**config.mk**
```make
export PLATFORM = sky130hd
export DESIGN_NAME = mem2apb_bridge
export DESIGN_NICKNAME = d
export VERILOG_FILES = /design/src/rtl/mem2apb_bridge.sv
export SDC_FILE = /design/constraint.sdc
export NUM_CORES = 1
export LEC_CHECK = 0
export ABC_AREA = 1
export BUFFER_PORTS_ARGS = -buffer_cell sky130_fd_sc_hd__buf_2
export CORE_MARGIN = 2
export CORE_UTILIZATION = 48
export CTS_BUF_LIST = sky130_fd_sc_hd__clkbuf_4 sky130_fd_sc_hd__clkbuf_8
export DETAILED_ROUTE_END_ITERATION = 12
export HOLD_SLACK_MARGIN = 0.03
export PLACE_DENSITY = 0.79
export SLEW_MARGIN = 5
export SYNTH_ARGS = -nofsm -noshare
export SYNTH_HDL_FRONTEND = slang
export SYNTH_SLANG_ARGS = --single-unit
```
**constraint.sdc**
```tcl
create_clock -name PCLK -period 1.8 [get_ports PCLK]
set_clock_uncertainty 0.1 [all_clocks]
set_input_delay 0.18 -clock PCLK [delete_from_list [all_inputs] [get_ports PCLK]]
set_output_delay 0.18 -clock PCLK [all_outputs]
set_load 0.05 [all_outputs]
```
**src/rtl/mem2apb_bridge.sv**
```systemverilog
`default_nettype none
// +----------------------------------------------------------------------------+
// | Module   : mem2apb_bridge                                                  |
// | Purpose  : Single-outstanding CPU request port to APB master bridge.       |
// | Revision : 1.0 - initial release                                           |
// +----------------------------------------------------------------------------+
module mem2apb_bridge #(
  parameter int DATA_WIDTH = 32,
  parameter int ADDR_WIDTH = 32,
  parameter int TIMEOUT    = 16
) (
  input  logic                  PCLK,
  input  logic                  PRESET,
  input  logic                  req_valid,
  output logic                  req_ready,
  input  logic                  req_write,
  input  logic [ADDR_WIDTH-1:0] req_addr,
  input  logic [DATA_WIDTH-1:0] req_wdata,
  output logic                  rsp_valid,
  output logic [DATA_WIDTH-1:0] rsp_rdata,
  output logic                  rsp_err,
  output logic                  PSEL,
  output logic                  PENABLE,
  output logic                  PWRITE,
  output logic [ADDR_WIDTH-1:0] PADDR,
  output logic [DATA_WIDTH-1:0] PWDATA,
  input  logic                  PREADY,
  input  logic [DATA_WIDTH-1:0] PRDATA
);

  localparam int              c_CW       = (TIMEOUT > 0) ? $clog2(TIMEOUT + 1) : 1;
  localparam int              c_LAST_INT = (TIMEOUT > 0) ? TIMEOUT - 1 : 0;
  localparam logic [c_CW-1:0] c_LAST     = c_CW'(c_LAST_INT);
  localparam bit              c_TO_EN    = (TIMEOUT > 0);

  typedef enum logic [1:0] {
    IDLE   = 2'd0,
    SETUP  = 2'd1,
    ACCESS = 2'd2,
    ERRRSP = 2'd3
  } state_t;

  state_t                r_state;
  state_t                w_next;

  logic                  r_write;
  logic [ADDR_WIDTH-1:0] r_addr;
  logic [DATA_WIDTH-1:0] r_wdata;
  logic [c_CW-1:0]       r_wait_cnt;

  logic                  r_rsp_valid;
  logic                  r_rsp_err;
  logic [DATA_WIDTH-1:0] r_rsp_rdata;

  logic                  w_accept;
  logic                  w_misaligned;
  logic                  w_timeout;
  logic                  w_active;
  logic                  w_rsp_valid;
  logic                  w_rsp_err;
  logic [DATA_WIDTH-1:0] w_rsp_rdata;

  // Ready is masked by the reset input so nothing is accepted while held in reset.
  assign req_ready    = (r_state == IDLE) && !PRESET;
  assign w_accept     = req_valid && req_ready;
  assign w_misaligned = (req_addr[1:0] != 2'b00);

  // Fires on the last permitted waiting cycle; PREADY is checked first in the FSM.
  assign w_timeout    = c_TO_EN && (r_wait_cnt == c_LAST);

  always_ff @(posedge PCLK) begin
    if (PRESET) begin
      r_state <= IDLE;
    end else begin
      r_state <= w_next;
    end
  end

  always_comb begin
    w_next      = r_state;
    w_rsp_valid = 1'b0;
    w_rsp_err   = 1'b0;
    w_rsp_rdata = '0;
    case (r_state)
      IDLE: begin
        if (w_accept) begin
          w_next = w_misaligned ? ERRRSP : SETUP;
        end
      end
      SETUP: begin
        w_next = ACCESS;
      end
      ACCESS: begin
        if (PREADY) begin
          w_next      = IDLE;
          w_rsp_valid = 1'b1;
          w_rsp_rdata = r_write ? '0 : PRDATA;
        end else if (w_timeout) begin
          w_next      = IDLE;
          w_rsp_valid = 1'b1;
          w_rsp_err   = 1'b1;
        end
      end
      ERRRSP: begin
        w_next      = IDLE;
        w_rsp_valid = 1'b1;
        w_rsp_err   = 1'b1;
      end
      default: begin
        w_next = IDLE;
      end
    endcase
  end

  always_ff @(posedge PCLK) begin
    if (PRESET) begin
      r_write     <= 1'b0;
      r_addr      <= '0;
      r_wdata     <= '0;
      r_wait_cnt  <= '0;
      r_rsp_valid <= 1'b0;
      r_rsp_err   <= 1'b0;
      r_rsp_rdata <= '0;
    end else begin
      if (w_accept) begin
        r_write <= req_write;
        r_addr  <= req_addr;
        r_wdata <= req_wdata;
      end
      // Held at zero outside ACCESS, so it is already clear on entry.
      if (r_state != ACCESS) begin
        r_wait_cnt <= '0;
      end else if (!PREADY && c_TO_EN) begin
        r_wait_cnt <= r_wait_cnt + c_CW'(1);
      end
      r_rsp_valid <= w_rsp_valid;
      r_rsp_err   <= w_rsp_err;
      r_rsp_rdata <= w_rsp_rdata;
    end
  end

  assign w_active  = (r_state == SETUP) || (r_state == ACCESS);
  assign PSEL      = w_active;
  assign PENABLE   = (r_state == ACCESS);
  assign PWRITE    = w_active && r_write;
  assign PADDR     = w_active ? r_addr  : '0;
  assign PWDATA    = w_active ? r_wdata : '0;

  assign rsp_valid = r_rsp_valid;
  assign rsp_err   = r_rsp_err;
  assign rsp_rdata = r_rsp_rdata;

endmodule
`default_nettype wire

```
==> results.cfg <==
[worst_setup_path]
max_stage_delay_ps = 360
worstPathCellList = inv_2, ha_4, buf_12, buf_16, nand2_2, clkinvlp_4, buf_8
path_depth = 7
worst_ep_arrival_time_ps = 1740
path_delay_family = buffers and inverters
r2r_slack_ps = 60
worst_r2r_path_depth = 9
end_kind = output pin
path_buf_inv = 5
crit_fanout = 12
cp.required_ps = 1520
reg2reg_to = r_state[1]$_SDFFE_PP0P_
start_kind = flop
crit_type = flop to output pin
slowest_stage = dfxtp_2
timing.rr.start = r_wait_cnt[0]$_SDFFE_PP0N_

[logic_synthesis]
synth_nets = 698
ys.warnings.count = 0
netlist_area_um2 = 4272
avgSynthCellArea_um2 = 7.240
netlist-cell-type-count = 21
syn_inst = 590
ys_seq_area_share_pct = 49.68
ys_seq_elements = 106

[global_routing]
grt_overflow = 0
grt_pass1_vias = 5411
grt.total_usage_pct = 35.26
grt_max_degree = 68
grt_pass1_wl_mm = 27.08
antenna_found_initial = 2

[finish]
post-route-util_pct = 91.91
fin_cells = 1010
final_cell_mix = buf_2 (135), nand3_1 (131), dfxtp_1 (104), dlygate4sd3_1 (99), nand2_1 (87)
area_growth_syn_to_layout_pct = 86.73
final_nets = 1002
drive_above_1_share_pct = 41.05
final_common_cell = buf_2

[clocking]
cts_sinks = 106
clk_path_buf_depth = 2
cts-root-buf = clkbuf_8
cts_tree = done
cts_max_level = 3
cts_buffers = 9
path_clk_slew_ps = 100
clock_latency_ps = 370

[status]
violations = negative setup slack
status = finished with violations

[hold_path]
worstHoldStart = req_valid
hold_path_class = input pin to flop
worstHoldPathCells = 4
holdPathEnd = r_addr[31]$_SDFFE_PP0P_

[routing]
vias = 5508
wirelength_mm = 19.53
vias_per_cell = 5.453
drt_pre_antenna_iters = 5
drc = 0
drtAntennaViolNets = 0
wl_per_cell_um = 19.34
drtIter0Drc = 419

[floorplanning]
num_rows = 34
start_util_pct = 49.22
die_h_um = 98.34
die_area_um2 = 9670
die_x_um = 98.34
coreArea_um2 = 8678
io_pins = 203

[timing]
rsz0062_at_grt = true
slew_viol_final = 0
min_period_ps = 2021
fin_ws_ps = -221.2
fin_crit_sh_pct = 112.3
setup_viol = 65
tightest_slew_ps = 385.5
hold_violations = 0
fmax_mhz = 494.8
slew-limit-headroom_pct = 74.30
tns_ps = -10070

[placed_design]
place_inst = 875
gp_congestion = 0.8054
portBuffers = 202
hpwlAfterDp_mm = 7.938

[pwr]
p_leak_nw = 4.057
power_per_cell_area_nw_per_um2 = 1344
ir_worst_vdd_mv = 1.161

[flow_run]
drv_cap = 0
[repair_timing]
item                       4_1_cts  5_1_grt
hold buffers                    99        0
hold endpoints to repair       101        0
gates resized for setup        242       49
setup endpoints to repair       67       69
cloned                           3        3
pin swaps                       11       11
buffers inserted                 7        5
[flip-flops by register name, indices dropped and copies added (netlist names)]
register / count
r_addr: 32
r_wdata: 32
rsp_rdata: 32
r_wait_cnt: 5
r_state: 2
r_write: 1
rsp_err: 1
rsp_valid: 1
[through the flow]
| step | setup slack [ps] | hold WS, ps | cell area (um^2) | total power [mW] |
|---|---|---|---|---|
| after global placement | 92.07 | 292.3 | 5580 | 6.396 |
| after detailed placement | 48.80 | 298.9 | 5580 | 6.472 |
| after global routing | -261.6 | 172.1 | 7974 | 11.05 |
| after floorplan | 23.74 | 149.1 | 4478 | 5.543 |
| final | -221.2 | 168.3 | 7976 | 10.72 |
| after CTS | -147.1 | 136.8 | 7687 | 9.660 |
[routing by layer]
layer,vias to the layer above,GRT usage (%),share of wire [%]
met4,0,16.86,6.1
met2,410,67.29,53
met1,2568,36.84,33
li1,2407,-,-
met5,-,0,0
met3,123,6.371,7.5
[Yosys cell counts]
library cell	number	area share [%]
o21ai_1	1	0.12
clkbuf_1	9	0.79
and3_1	2	0.29
a21oi_1	6	0.70
nand3b_1	1	0.18
buf_1	6	0.53
nor3_1	2	0.23
nand2_1	142	12
nand2_2	1	0.15
buf_2	12	1.4
buf_4	6	1.1
nor2_1	39	3.4
o21ai_0	4	0.47
ha_1	7	2.1
nand3_1	131	15
o22ai_1	1	0.15
dfxtp_1	106	50
inv_2	2	0.18
inv_1	106	9.3
buf_6	5	1.3
nor2_2	1	0.15
[worst max path at each step]
stage,slack [ps],end,start
6_report,-220,PWDATA[10],r_state[0]$_SDFFE_PP0P_
4_1_cts,-150,PADDR[13],r_state[0]$_SDFFE_PP0P_
2_1_floorplan,20,PADDR[12],r_state[0]$_SDFFE_PP0P_
3_3_place_gp,90,PWDATA[23],r_state[1]$_SDFFE_PP0P_
3_5_place_dp,50,PWDATA[12],r_state[1]$_SDFFE_PP0P_
5_1_grt,-260,PWDATA[31],r_state[0]$_SDFFE_PP0P_
[final cells by class]
| type | count | area (um^2) |
|---|---|---|
| fill | 327 | 701.9 |
| timing repair buffer | 331 | 3094 |
| tap | 108 | 135.1 |
| clock inverter | 7 | 81.33 |
| inverter | 108 | 595.6 |
| sequential | 106 | 2125 |
| antenna | 3 | 7.507 |
| clock buffer | 9 | 123.9 |
| multi-input combinational | 338 | 1814 |
[logic make-up (layout without fill, tap and decap cells)]
| kind of cell | count (synthesis) | in the layout | synth area share, % |
|---|---|---|---|
| AOI/OAI and AO/OA | 12 | 12 | 1.435 |
| adders and majority gates | 7 | 7 | 2.050 |
| buffers and inverters | 146 | 455 | 14.59 |
| DFF | 106 | 106 | 49.68 |
| other | 0 | 3 | 0 |
| and+or+nand+nor | 319 | 319 | 32.25 |
[worst min-delay path, stage by stage]
cell,delay [ps]
buf_2,140
nand2_2,130
nand3_1,90
nand2_1,40
[power breakdown]
part           switching, mW  internal, mW  total (mW)
Clock                  0.907         0.668        1.58
Sequential             0.294          2.70        3.00
Combinational           3.58          2.57        6.15
Total                   4.79          5.94        10.7
Note: power is estimated with default switching activity, not from simulation.
